$ cat config.mk
export PLATFORM = sky130hd
export DESIGN_NAME = fa16_tag_ctrl
export DESIGN_NICKNAME = d
export VERILOG_FILES = /design/src/rtl/fa16_pkg.sv /design/src/rtl/fa16_tag_ctrl_onehot16_first.sv /design/src/rtl/fa16_tag_ctrl.sv
export SDC_FILE = /design/constraint.sdc
export NUM_CORES = 1
export LEC_CHECK = 0
export BUFFER_PORTS_ARGS = -buffer_cell sky130_fd_sc_hd__buf_2
export CELL_PAD_IN_SITES_DETAIL_PLACEMENT = 0
export CELL_PAD_IN_SITES_GLOBAL_PLACEMENT = 1
export CORE_MARGIN = 1.5
export CORE_UTILIZATION = 35
export CTS_CLUSTER_DIAMETER = 40
export DETAILED_ROUTE_END_ITERATION = 16
export PLACE_DENSITY = 0.62
export SKIP_LAST_GASP = 1
export SYNTH_ARGS = -nofsm -noshare
export SYNTH_HDL_FRONTEND = slang
export SYNTH_SLANG_ARGS = --single-unit
$ cat constraint.sdc
create_clock -name clk -period 16.25 [get_ports clk]
set_input_delay 0.8125 -clock clk [delete_from_list [all_inputs] [get_ports clk]]
set_output_delay 0.8125 -clock clk [all_outputs]
set_load 0.02 [all_outputs]
$ cat src/rtl/fa16_pkg.sv
// ---------------------------------------------------------------------------
// fa16_pkg
// Shared definitions for the 16-entry fully-associative tag controller.
//   N_WAYS       : number of entries (and width of every one-hot way vector)
//   fa16_state_e : controller FSM states
// ---------------------------------------------------------------------------
package fa16_pkg;

  localparam int N_WAYS = 16;

  typedef enum logic [2:0] {
    ST_IDLE  = 3'd0,
    ST_CMP   = 3'd1,
    ST_MISS  = 3'd2,
    ST_WAIT  = 3'd3,
    ST_FLUSH = 3'd4
  } fa16_state_e;

endpackage

$ cat src/rtl/fa16_tag_ctrl_onehot16_first.sv
// ---------------------------------------------------------------------------
// onehot16_first
// Picks the lowest-index set bit of a 16-bit request vector.
// Ports:
//   req [N_WAYS] in  : candidate ways
//   sel [N_WAYS] out : one-hot lowest set bit of req (all zero if req == 0)
//   any          out : req has at least one bit set
// ---------------------------------------------------------------------------
module onehot16_first
  import fa16_pkg::*;
(
  input  logic [N_WAYS-1:0] req,
  output logic [N_WAYS-1:0] sel,
  output logic              any
);

  // Two's-complement trick: req & -req keeps only the lowest set bit
  always_comb begin
    sel = req & (~req + {{(N_WAYS-1){1'b0}}, 1'b1});
    any = |req;
  end

endmodule

$ cat src/rtl/fa16_tag_ctrl.sv
// ---------------------------------------------------------------------------
// fa16_tag_ctrl
// 16-entry fully-associative tag store with miss/refill handshake and an
// external tree PLRU.
// Ports:
//   clk, rst                 : clock, asynchronous active-high reset
//   req_valid/ready, req_tag : lookup request handshake
//   resp_valid/hit/data      : one-cycle response pulse (hit or refill data)
//   miss_valid/ready/tag     : refill request handshake
//   refill_valid/data        : single-beat refill data (accepted in WAIT only)
//   flush                    : invalidate all entries (deferred if busy)
//   plru_hit, plru_hit_sel   : touch pulse + one-hot way to the PLRU
//   plru_wen, plru_victim    : victim request + combinational one-hot answer
// The plru_* outputs are combinational because the victim must be consumed
// in the same cycle the PLRU is asked for it.
// ---------------------------------------------------------------------------
module fa16_tag_ctrl
  import fa16_pkg::*;
#(
  parameter int TAG_W  = 20,
  parameter int DATA_W = 32
) (
  input  logic              clk,
  input  logic              rst,
  input  logic              req_valid,
  output logic              req_ready,
  input  logic [TAG_W-1:0]  req_tag,
  output logic              resp_valid,
  output logic              resp_hit,
  output logic [DATA_W-1:0] resp_data,
  output logic              miss_valid,
  input  logic              miss_ready,
  output logic [TAG_W-1:0]  miss_tag,
  input  logic              refill_valid,
  input  logic [DATA_W-1:0] refill_data,
  input  logic              flush,
  output logic              plru_hit,
  output logic [N_WAYS-1:0] plru_hit_sel,
  output logic              plru_wen,
  input  logic [N_WAYS-1:0] plru_victim
);

  fa16_state_e       state_r;
  logic [N_WAYS-1:0] valid_r;
  logic              flush_pend_r;
  logic [TAG_W-1:0]  cap_tag_r;
  logic              req_ready_r;
  logic              resp_valid_r;
  logic              resp_hit_r;
  logic [DATA_W-1:0] resp_data_r;
  logic              miss_valid_r;
  logic [TAG_W-1:0]  miss_tag_r;

  logic [TAG_W-1:0]  tag_mem_r  [N_WAYS];
  logic [DATA_W-1:0] data_mem_r [N_WAYS];

  logic [N_WAYS-1:0] match_s;
  logic [N_WAYS-1:0] hit_sel_s;
  logic              hit_any_s;
  logic [N_WAYS-1:0] inv_sel_s;
  logic              inv_any_s;
  logic [N_WAYS-1:0] victim_sel_s;
  logic [DATA_W-1:0] hit_data_s;

  assign req_ready  = req_ready_r;
  assign resp_valid = resp_valid_r;
  assign resp_hit   = resp_hit_r;
  assign resp_data  = resp_data_r;
  assign miss_valid = miss_valid_r;
  assign miss_tag   = miss_tag_r;

  // Parallel compare of the captured tag against every valid entry
  always_comb begin
    match_s = {N_WAYS{1'b0}};
    for (int i = 0; i < N_WAYS; i++) begin
      match_s[i] = valid_r[i] && (tag_mem_r[i] == cap_tag_r);
    end
  end

  // Multiple matches resolve to the lowest index
  onehot16_first u_hit_first (
    .req (match_s),
    .sel (hit_sel_s),
    .any (hit_any_s)
  );

  // Lowest-index free entry is preferred over asking the PLRU
  onehot16_first u_inv_first (
    .req (~valid_r),
    .sel (inv_sel_s),
    .any (inv_any_s)
  );

  // AND-OR mux of the payload selected by the one-hot hit vector
  always_comb begin
    hit_data_s = {DATA_W{1'b0}};
    for (int i = 0; i < N_WAYS; i++) begin
      hit_data_s = hit_data_s | (data_mem_r[i] & {DATA_W{hit_sel_s[i]}});
    end
  end

  // PLRU touch / victim request and the way written by a refill
  always_comb begin
    plru_hit     = 1'b0;
    plru_hit_sel = {N_WAYS{1'b0}};
    plru_wen     = 1'b0;
    victim_sel_s = {N_WAYS{1'b0}};
    case (state_r)
      ST_CMP: begin
        if (hit_any_s) begin
          plru_hit     = 1'b1;
          plru_hit_sel = hit_sel_s;
        end else begin
          plru_hit     = 1'b0;
        end
      end
      ST_WAIT: begin
        if (refill_valid) begin
          if (inv_any_s) begin
            plru_hit     = 1'b1;
            plru_hit_sel = inv_sel_s;
            victim_sel_s = inv_sel_s;
          end else begin
            plru_wen     = 1'b1;
            victim_sel_s = plru_victim;
          end
        end else begin
          plru_wen = 1'b0;
        end
      end
      default: begin
        plru_hit = 1'b0;
      end
    endcase
  end

  // Tag/data storage: written only by a refill, never reset
  always_ff @(posedge clk) begin
    for (int i = 0; i < N_WAYS; i++) begin
      if (victim_sel_s[i]) begin
        tag_mem_r[i]  <= cap_tag_r;
        data_mem_r[i] <= refill_data;
      end
    end
  end

  // Controller FSM with registered handshake and response outputs
  always_ff @(posedge clk or posedge rst) begin
    if (rst) begin
      state_r      <= ST_IDLE;
      valid_r      <= {N_WAYS{1'b0}};
      flush_pend_r <= 1'b0;
      cap_tag_r    <= {TAG_W{1'b0}};
      req_ready_r  <= 1'b1;
      resp_valid_r <= 1'b0;
      resp_hit_r   <= 1'b0;
      resp_data_r  <= {DATA_W{1'b0}};
      miss_valid_r <= 1'b0;
      miss_tag_r   <= {TAG_W{1'b0}};
    end else begin
      resp_valid_r <= 1'b0;
      case (state_r)
        ST_IDLE: begin
          if (req_valid && req_ready_r) begin
            // A flush racing the accept is deferred behind this lookup
            cap_tag_r    <= req_tag;
            flush_pend_r <= flush;
            req_ready_r  <= 1'b0;
            state_r      <= ST_CMP;
          end else if (flush_pend_r || flush) begin
            flush_pend_r <= 1'b0;
            req_ready_r  <= 1'b0;
            state_r      <= ST_FLUSH;
          end else begin
            req_ready_r  <= 1'b1;
          end
        end
        ST_CMP: begin
          flush_pend_r <= flush_pend_r | flush;
          if (hit_any_s) begin
            resp_valid_r <= 1'b1;
            resp_hit_r   <= 1'b1;
            resp_data_r  <= hit_data_s;
            req_ready_r  <= ~(flush_pend_r | flush);
            state_r      <= ST_IDLE;
          end else begin
            miss_valid_r <= 1'b1;
            miss_tag_r   <= cap_tag_r;
            state_r      <= ST_MISS;
          end
        end
        ST_MISS: begin
          flush_pend_r <= flush_pend_r | flush;
          if (miss_ready) begin
            miss_valid_r <= 1'b0;
            state_r      <= ST_WAIT;
          end else begin
            miss_valid_r <= 1'b1;
          end
        end
        ST_WAIT: begin
          flush_pend_r <= flush_pend_r | flush;
          if (refill_valid) begin
            valid_r      <= valid_r | victim_sel_s;
            resp_valid_r <= 1'b1;
            resp_hit_r   <= 1'b0;
            resp_data_r  <= refill_data;
            req_ready_r  <= ~(flush_pend_r | flush);
            state_r      <= ST_IDLE;
          end else begin
            state_r      <= ST_WAIT;
          end
        end
        ST_FLUSH: begin
          // Clearing here also covers a flush that arrives during this cycle
          valid_r     <= {N_WAYS{1'b0}};
          req_ready_r <= 1'b1;
          state_r     <= ST_IDLE;
        end
        default: begin
          miss_valid_r <= 1'b0;
          req_ready_r  <= 1'b0;
          state_r      <= ST_IDLE;
        end
      endcase
    end
  end

endmodule
* Yosys cells after proc, flatten, opt, wreduce, memory -nomap -nowiden
Memories as Yosys holds them, arrays and structs flattened. Cells that the tools add are included.
Operators by class: add/subtract/negate cells 2, eq/ne operators 25, multiplexer cells 73, bitwise operators 42, reductions and logical operators 34
Operator list (number):
- $and 32x32->32 | 16
- $or 32x32->32 | 15
- $eq 20x20->1 | 16
- $mux 16 | 7
- $mux 32 | 2
- $pmux 16 s2 | 2
- $pmux 32 s2 | 1
- $mux 1 | 49
- $not 16->16 | 3
- $add 16x1->16 const B | 2
- $and 16x16->16 | 2
- $reduce_or 16->1 | 2
- $logic_and 1x1->1 | 17
- $or 16x16->16 | 1
- $pmux 3 s4 | 1
- $reduce_and 2->1 | 6
- $mux 3 | 3
- $ne 2x2->1 const B | 4
- $pmux 1 s2 | 4
- $eq 3x2->1 const B | 2
- $reduce_and 3->1 | 2
- $reduce_bool 2->1 | 3
- $reduce_or 3->1 | 2
- $pmux 1 s5 | 1
- other kinds (9) | 13
Storage, ports and cells: register bits 96, bits in writable memories 832, output and inout port bits 74, word-level logic and storage cells 188, memories kept 2
Memory list:
- data_mem_r | words 16, width 32, rd ports 16, clocked after Yosys merged registers in 0, wr ports 16, RTL line fa16_tag_ctrl.sv:55 | logic [DATA_W-1:0] data_mem_r [N_WAYS];
- tag_mem_r | words 16, width 20, rd ports 16, clocked after Yosys merged registers in 0, wr ports 16, RTL line fa16_tag_ctrl.sv:54 | logic [TAG_W-1:0] tag_mem_r [N_WAYS];

* Depth between registers and ports, before layout
Gate-level depths: netlist (run 1). An unclocked memory read counts as a cell.
depth in word-level cells 24, gate-level depth with buffers 13

* Modules after synthesis
A second synthesis (run 1) with hierarchy kept.
Unflattened totals: cells, all modules 2213, area, all modules 36272.3 sq um
By module, submodules not included:
- fa16_tag_ctrl | times used 1, cells each 2157, area an instance 35879.4 sq um
- onehot16_first | times used 2, cells each 28, area an instance 196.4 sq um

* Worst setup path before layout (run 1)
Ideal clock, no wire load.
path kind reg-to-reg, start register state_r[0], end memory data_mem_r[13][0], in the netlist data_mem_r[1][160] (enable), setup time 0.534 ns, arrival time 5.447 ns, path slack 10.270 ns, stages on the path, launching flop included 9, path through dfrtp_1 > clkbuf_1 > nor2b_1 > and2_0 > nand2_1 > nor2b_1 > and2_1 > nand2_1 > o21ai_0
RTL lines:
- start, declared | RTL line fa16_tag_ctrl.sv:43 | fa16_state_e state_r;
- start signal, assigned | RTL line fa16_tag_ctrl.sv:150 | state_r <= ST_IDLE;
- start signal, assigned | RTL line fa16_tag_ctrl.sv:169 | state_r <= ST_CMP;
- start signal, assigned | RTL line fa16_tag_ctrl.sv:173 | state_r <= ST_FLUSH;
- end, declared | RTL line fa16_tag_ctrl.sv:55

* Worst setup path after layout (run 1)
start register cap_tag_r[14], end output port plru_hit_sel[7]
On the way: longest elaborated chain between the ends 7
Ends and longest elaborated chain:
- start, declared | RTL line fa16_tag_ctrl.sv:46 | logic [TAG_W-1:0] cap_tag_r;
- start signal, assigned | RTL line fa16_tag_ctrl.sv:153 | cap_tag_r <= {TAG_W{1'b0}};
- start signal, assigned | RTL line fa16_tag_ctrl.sv:166 | cap_tag_r <= req_tag;
- $eq 20x20->1 | RTL line fa16_tag_ctrl.sv:76 | match_s[i] = valid_r[i] && (tag_mem_r[i] == cap_tag_r);
- $logic_and 1x1->1 | RTL line fa16_tag_ctrl.sv:76
- $not 16->16 | RTL line fa16_tag_ctrl_onehot16_first.sv:19 | sel = req & (~req + {{(N_WAYS-1){1'b0}}, 1'b1});
- $add 16x1->16 | RTL line fa16_tag_ctrl_onehot16_first.sv:19
- $and 16x16->16 | RTL line fa16_tag_ctrl_onehot16_first.sv:19
- $mux 16 * | RTL line fa16_tag_ctrl.sv:110 | if (hit_any_s) begin
- $pmux 16 s2 * | RTL line fa16_tag_ctrl.sv:108 | case (state_r)
- end, declared | RTL line fa16_tag_ctrl.sv:38 | output logic [N_WAYS-1:0] plru_hit_sel,
Mark *: on every way between the ends. The rest lies on a longest branch, timed or not.

==> metrics.yaml, run 1 <==
run_status:
  outcome: "finished, final reports clean"
global_route:
  grt-ovfl-total: 0
  grt_pass1_wl_um: 167000
  grt_pass1_vias: 23900
  grt_antenna_before_repair: 8
  grtUsageTotal_pct: 20.2
  grt_max_degree: 65
synth:
  yosys_warnings: 0
  syn-cell-area_mm2: 0.0388
  syn-num-nets: 2664
  syn_avg_cell_area_um2: 15.0
  ys.flop_type: "edfxtp_1"
  synth_edf_count: 832
  netlist_top_cells_count: "edfxtp_1, xnor2_1, nor2_1, xor2_1, dfrtp_1"
  synth_cells: 2590
  synth_cell_types: 79
  synth_top_area_share_pct: 64.4
  synthArstFlopShare_pct: 10.3
  synth_seq_cells: 928
  synth_area_leaders: "edfxtp_1, dfrtp_1, xnor2_1"
  synth_most_common_cell: "edfxtp_1"
  yosys.area.top_type: "edfxtp_1"
  synth-seq-area-share_pct: 70.6
sta:
  hold_viol: 0
  min_period_ps: 5940
  post-route-period-util_pct: 36.6
  slew_viol_final: 0
  slew-limit-headroom_pct: 23.3
  hold_ws_ps: 264
  worstMarginPinSlew_ps: 1140
  skew_ps: 28.8
  final-setup-viol-count: 0
  fin_setup_tns_ps: 0
  fmax_mhz: 168
  rsz0062_at_grt: "no"
drt:
  num_vias: 23500
  first_pass_iters: 6
  ant_nets: 0
  dr.first_iter.drc_count: 2131
  drt_wl_total_um: 114000
  drt-wirelength-per-cell_um: 26.1
  via_per_inst: 5.38
  drc_errors: 0
worst_setup_path:
  critPathLaunch: "cap_tag_r[14]"
  critPathKind: "reg2out"
  start_kind: "register"
  critical_path_arrival_ps: 5130
  critPathCapture: "plru_hit_sel[7]"
  r2r_start: "cap_tag_r[14]"
  ff2ff_path_depth: 9
  worst-path-max-fanout: 34
  cp-end-kind: "primary output"
  worst_ep_required_time_ps: 15440
  regToRegEndpoint: "miss_tag[14]"
  r2r_slack_ps: 11390
die:
  die_area_mm2: 0.113
  io_pins: 148
  coreArea_mm2: 0.109
  die_x_um: 336
  initial_core_util_pct: 35.5
  die_h_um: 336
  core.rowCount: 121
placed_design:
  portBuffers: 147
  dpl_cell_area_mm2: 0.0413
  gp_routability_congestion: 0.859
  dp_hpwl_um: 65500
finish:
  multi_input_area_mm2: 0.0106
  num-nets-final: 2858
  layout-drive-gt1-share_pct: 19.3
  design_area_mm2: 0.0455
  fillers: 9963
  syn_to_final_growth_pct: 17.2
  ff_latch_area_mm2: 0.0274
cts:
  hold_buffers: 0
  ctsLongestPathBuffers: 3
  cts_resized: 0
  worstSkewPairLatency_ps: 690
  cts_buffers: 120
  cts_tree: "done"
  clk_pin_slew_ps: 60
  cts_sinks: 928
  root_buffer: "clkbuf_16"
  postCtsSetupRepairBufs: 0
  h-tree-depth: 3
power:
  p_leak_nw: 15.0
  irDropWorstVdd_mv: 0.0854
  power_density_mw_per_mm2: 155
run:
  cap_violations: 0
min_path:
  min_path_type: "in2async"
[stage by stage]
stage	cells	util, %	setup WS, ps	power, mW
CTS	4368	41.6	10330	7.10
finish	4370	41.6	10310	7.04
global route	4369	41.6	10110	7.31
floorplan	2590	-	10270	3.88
global placement	4138	37.8	11100	4.39
detailed placement	4138	37.8	11110	4.41
[power by group]
group	switching (mW)	leakage, nW	internal (mW)
Clock	1.03	1.99	1.66
Combinational	0.830	4.44	0.459
Sequential	0.235	8.59	2.83
[per-layer routing]
metal	track usage [%]	routed length [um]	vias to the layer above
li1	-	-	10400
met1	28.9	52400	12100
met2	31.6	52100	847
met3	3.57	7140	172
met4	5.46	2480	4
met5	0	33	-
[worst min-delay path by stage]
stage	from	end	slack (ps)
floorplan	data_mem_r[1][103]	resp_data[7]	500
global placement	miss_tag[5]	miss_tag[5]	470
detailed placement	miss_tag[9]	miss_tag[9]	480
CTS	rst	miss_tag[12]	250
global route	rst	cap_tag_r[8]	320
finish	rst	miss_tag[12]	260
[cells in the final DEF (no fill, tap or decap), types with 34 or more instances in the layout]
cell and instances:
buf_2 147, xnor2_1 188, nand2_1 49, clkbuf_16 120
buf_4 62, a31oi_1 37, a21oi_1 68, and3_1 38
nand4_1 77, nand3_1 71, xor2_1 137, o21a_1 38
nor4_1 55, dfrtp_1 77, edfxtp_1 832, nor2_1 153
nand2b_1 34, nor3b_1 41, a211oi_1 56, inv_1 74
[cell type report]
class                   instances  area share [%]
flip-flops and latches        928            60.3
multi-input cells            1450            23.3
well taps                    1476            4.06
repair buffers                209            2.64
clock inverters                81            2.11
diodes                          2          0.0110
inverters                      75           0.625
clock buffers                 149            6.95
[critical path: stages (launching register included)]
cell,delay [ps]
dfrtp_2,1000
xor2_1,170
or4_1,540
nor4_1,280
nand4_1,540
and4b_1,530
and2_1,200
a41o_1,410
o32ai_1,490
buf_2,260
[registers in the layout, summed over array words and instances, names as in the netlist]
signal	flops
tag_mem_r	320
cap_tag_r	20
resp_data	32
state_r	3
resp_hit	1
resp_valid	1
miss_valid	1
miss_tag	20
req_ready	1
valid_r	16
data_mem_r	512
flush_pend_r	1
[logic make-up after synthesis]
group | share of synthesized area (%)
flip-flops | 70.6
AND/OR/NAND/NOR | 9.24
AO/OA/AOI/OAI | 8.29
XOR/XNOR | 7.34
buffers and inverters | 2.53
multiplexers | 1.99
Power figures use the tool's default switching activity.
==> run 2, diff against run 1 <==
- ABC_AREA: unset -> 1
- PLACE_DENSITY: 0.62 -> 0.67
- clock period: 16.25 -> 4.8 ns (I/O delays scaled with it)
==> run 2 against run 1 <==
Setup slack lost 10000 ps; power grew to 3.5 times the previous value; routed wire length rose by 13%; sequential power rose to 3.2 times the previous value.
==> metrics.yaml, run 2 <==
run_status:
  outcome: "finished, final reports clean"
cts:
  cts_buffers: 135  # +13%
  worstSkewPairLatency_ps: 750  # +60 ps
  h-tree-depth: 4  # +1
  cts_tree: "done"
  ctsLongestPathBuffers: 3  # unchanged
  root_buffer: "clkbuf_16"
  clk_pin_slew_ps: 60  # about the same
  cts_sinks: 928  # unchanged
worst_setup_path:
  critPathKind: "reg2out"
  cp_num_cells: 14  # +5
  critPathTopFamily: "buffers and inverters"
  critical_path_arrival_ps: 4410  # -720 ps
  cp_slowest_cell: "o21ai_0"
  r2r_start: "valid_r[1]"
  regToRegEndpoint: "data_mem_r[1][208]"
  path_common_cell: "nand2_1"
  worst_ep_required_time_ps: 4560  # -10880 ps
  ff2ff_path_depth: 13  # +4
  worst-path-max-fanout: 66  # +94%
  start_kind: "register"
  critical-path-max-stage-delay_ps: 680  # -320 ps
  worstPathCellList: "inv_2 -> buf_4 -> nand2_1 -> nand2_1 -> nor2_1 -> nand2_1 -> nor2_1 -> nand3_4 -> buf_4 -> nand3_1 -> nor2_4 -> nand2_1 -> o21ai_0 -> buf_2"
  r2r_slack_ps: 910  # -10480 ps
  cp-end-kind: "primary output"
  path_buf_inv: 4  # +3
placed_design:
  dp_hpwl_um: 77000  # +17%
  dpl_cell_area_mm2: 0.0431  # +4.2%
  dp_slack_ps: 684  # -10430 ps
  gp_routability_congestion: 0.873  # +1.6%
  portBuffers: 147  # unchanged
  dp.cells: 5398  # +30%
finish:
  registers.top_by_ff_count: "data_mem_r"
  num-nets-final: 4159  # +46%
  fillers: 10700  # +7.8%
  layout-drive-gt1-share_pct: 13.3  # -6.0 points
  largest_reg_flops: 512  # unchanged
  final_cell_mix: "nand2_1, edfxtp_1, nor2_1"
  final_util_pct: 42.5  # +0.88 points
  ff_latch_area_mm2: 0.0274  # about the same
  mostFrequentLayoutCell: "nand2_1"
  multi_input_area_mm2: 0.0105  # -1.3%
  fin_cells: 5708  # +31%
  design_area_mm2: 0.0484  # +6.5%
  syn_to_final_growth_pct: 20.7
synth:
  syn-cell-area_mm2: 0.0401  # +3.5%
  synth_seq_cells: 928  # unchanged
  synth-seq-area-share_pct: 68.2  # -2.4 points
  yosys.area.top_type: "edfxtp_1"
  synth_cell_types: 44  # -44%
  synth_area_leaders: "edfxtp_1, nand2_1, dfrtp_1"
  synth_most_common_cell: "nand2_1"
  ys.flop_type: "edfxtp_1"
  netlist_top_cells_count: "nand2_1, edfxtp_1, nor2_1, nand3_1, inv_1"
  yosys_warnings: 0  # unchanged
  synth_cells: 3803  # +47%
  syn-num-nets: 3877  # +46%
  syn_avg_cell_area_um2: 10.6  # -30%
  synth_edf_count: 832  # unchanged
  synthArstFlopShare_pct: 10.3  # unchanged
  synth_top_area_share_pct: 62.2  # -2.2 points
sta:
  min_period_ps: 4650
  slew_viol_final: 0  # unchanged
  slew-limit-headroom_pct: 29.6  # +6.3 points
  skew_ps: 35.1  # +6.28 ps
  worstMarginPinSlew_ps: 1050  # -84.4 ps
  hold_ws_ps: 217  # -46.8 ps
  hold_viol: 0  # unchanged
  final-setup-viol-count: 0  # unchanged
  fin_setup_tns_ps: 0  # unchanged
  fin_ws_ps: 153  # -10150 ps
  fmax_mhz: 215
  post-route-period-util_pct: 96.8
  rsz0062_at_grt: "no"
min_path:
  min_from: "plru_victim[0]"
  holdPathStages: 3
  whs_endpoint: "tag_mem_r[0][18]"
  min_path_type: "in2reg"
power:
  switchingPower_mw: 7.43  # +250%
  p_total_mw: 24.4  # +250%
  power_density_mw_per_mm2: 505  # +230%
  irDropWorstVdd_mv: 0.354  # +310%
  p_leak_nw: 19.6  # +31%
  sequentialPowerShare_pct: 39.7  # -3.7 points
  p_int_mw: 17.0  # +240%
  pwr-share-clk_pct: 41.6  # +3.4 points
  combPwrFrac_pct: 18.6  # +0.3 points
  p_sw_share_pct: 30.4  # +0.61 points
drt:
  wl_met2_um: 58400  # +12%
  ant_nets: 0  # unchanged
  wl_met3_um: 10500  # +47%
  drt-wirelength-per-cell_um: 22.7  # -13%
  met1Wirelength_um: 57100  # +8.9%
  drc_errors: 0  # unchanged
  dr.max_layer_used: "met5"
  num_vias: 29000  # +23%
  first_pass_iters: 6  # unchanged
  via_per_inst: 5.08  # -5.6%
  dr.first_iter.drc_count: 2847  # +34%
  drt_wl_total_um: 129000  # +13%
die:
  die_h_um: 342  # +1.7%
  initial_core_util_pct: 35.2  # -0.28 points
  coreArea_mm2: 0.114  # +4.3%
  io_pins: 148  # unchanged
  die_area_mm2: 0.117  # +3.5%
  die_x_um: 342  # +1.7%
  core.rowCount: 124  # +2.5%
global_route:
  grtUsageTotal_pct: 22.1  # +1.9 points
  grt_pass1_vias: 27700  # +16%
  grt_max_degree: 99  # +52%
  grt_antenna_before_repair: 4  # -4
  grt-ovfl-total: 0  # unchanged
  grt_pass1_wl_um: 188000  # +13%
run:
  cap_violations: 0  # unchanged
[run 2: metal layers]
| metal | up-vias | track usage (%) |
|---|---|---|
| met1 | 14200 | 30.8 |
| met4 | 6 | 7.02 |
| met2 | 1190 | 34.2 |
| li1 | 13400 | - |
| met5 | - | 0 |
| met3 | 209 | 4.78 |
[run 2: area by class of cell]
type	instances	share of cell area [%]
clock buffer	155	7.36
multi-input combinational	2302	21.6
clock inverter	92	2.36
timing repair buffer	325	5.16
sequential	928	56.5
antenna	1	0.00517
tap	1512	3.91
inverter	393	3.06
[run 2: what timing repair did]
action                     in CTS  in global routing
buffers inserted                0                  0
hold buffers                   62                  0
setup endpoints to repair       1                  5
hold endpoints to repair      610                  0
resized for setup               1                  5
[run 2: worst register-to-register path: stages (launching register included)]
cell and delay [ps]:
dfrtp_1 540, nand4_1 210, nor2_1 350, nand2_1 90, inv_1 100, nand3_1 90
nor2_1 170, nand2_1 110, nor2_1 260, nand3_1 220, inv_2 260, nand2_1 200
nand2_4 450, buf_4 470
[run 2: how the worst max path moves through the flow]
| stage | endpoint | from |
|---|---|---|
| after floorplan | data_mem_r[1][100] | state_r[2] |
| after global placement | plru_hit_sel[12] | cap_tag_r[2] |
| after detailed placement | plru_hit_sel[12] | cap_tag_r[2] |
| after CTS | plru_hit_sel[8] | cap_tag_r[2] |
| after global routing | plru_hit_sel[13] | cap_tag_r[5] |
| final | plru_hit_sel[8] | cap_tag_r[12] |
[run 2: cells by family (layout without fill, tap and decap cells)]
logic type                Yosys count  in the layout  share of synthesized area (%)
xor gates and xnor gates           60             60                           1.31
DFF                               928            928                           68.2
and+or+nand+nor                  2045           2045                           21.7
other                               0              1                              0
buffers and inverters             573            965                           6.09
AOI/OAI and AO/OA                 197            197                           2.63
[run 2: power by group through the flow]
stage | clock network [mW] | logic, mW | registers (mW)
2_1_floorplan | 0 | 2.11 | 10.2
3_3_place_gp | 0 | 4.51 | 9.87
3_5_place_dp | 0 | 4.51 | 9.87
4_1_cts | 10.3 | 4.57 | 9.72
5_1_grt | 10.6 | 4.93 | 9.75
6_report | 10.2 | 4.56 | 9.71
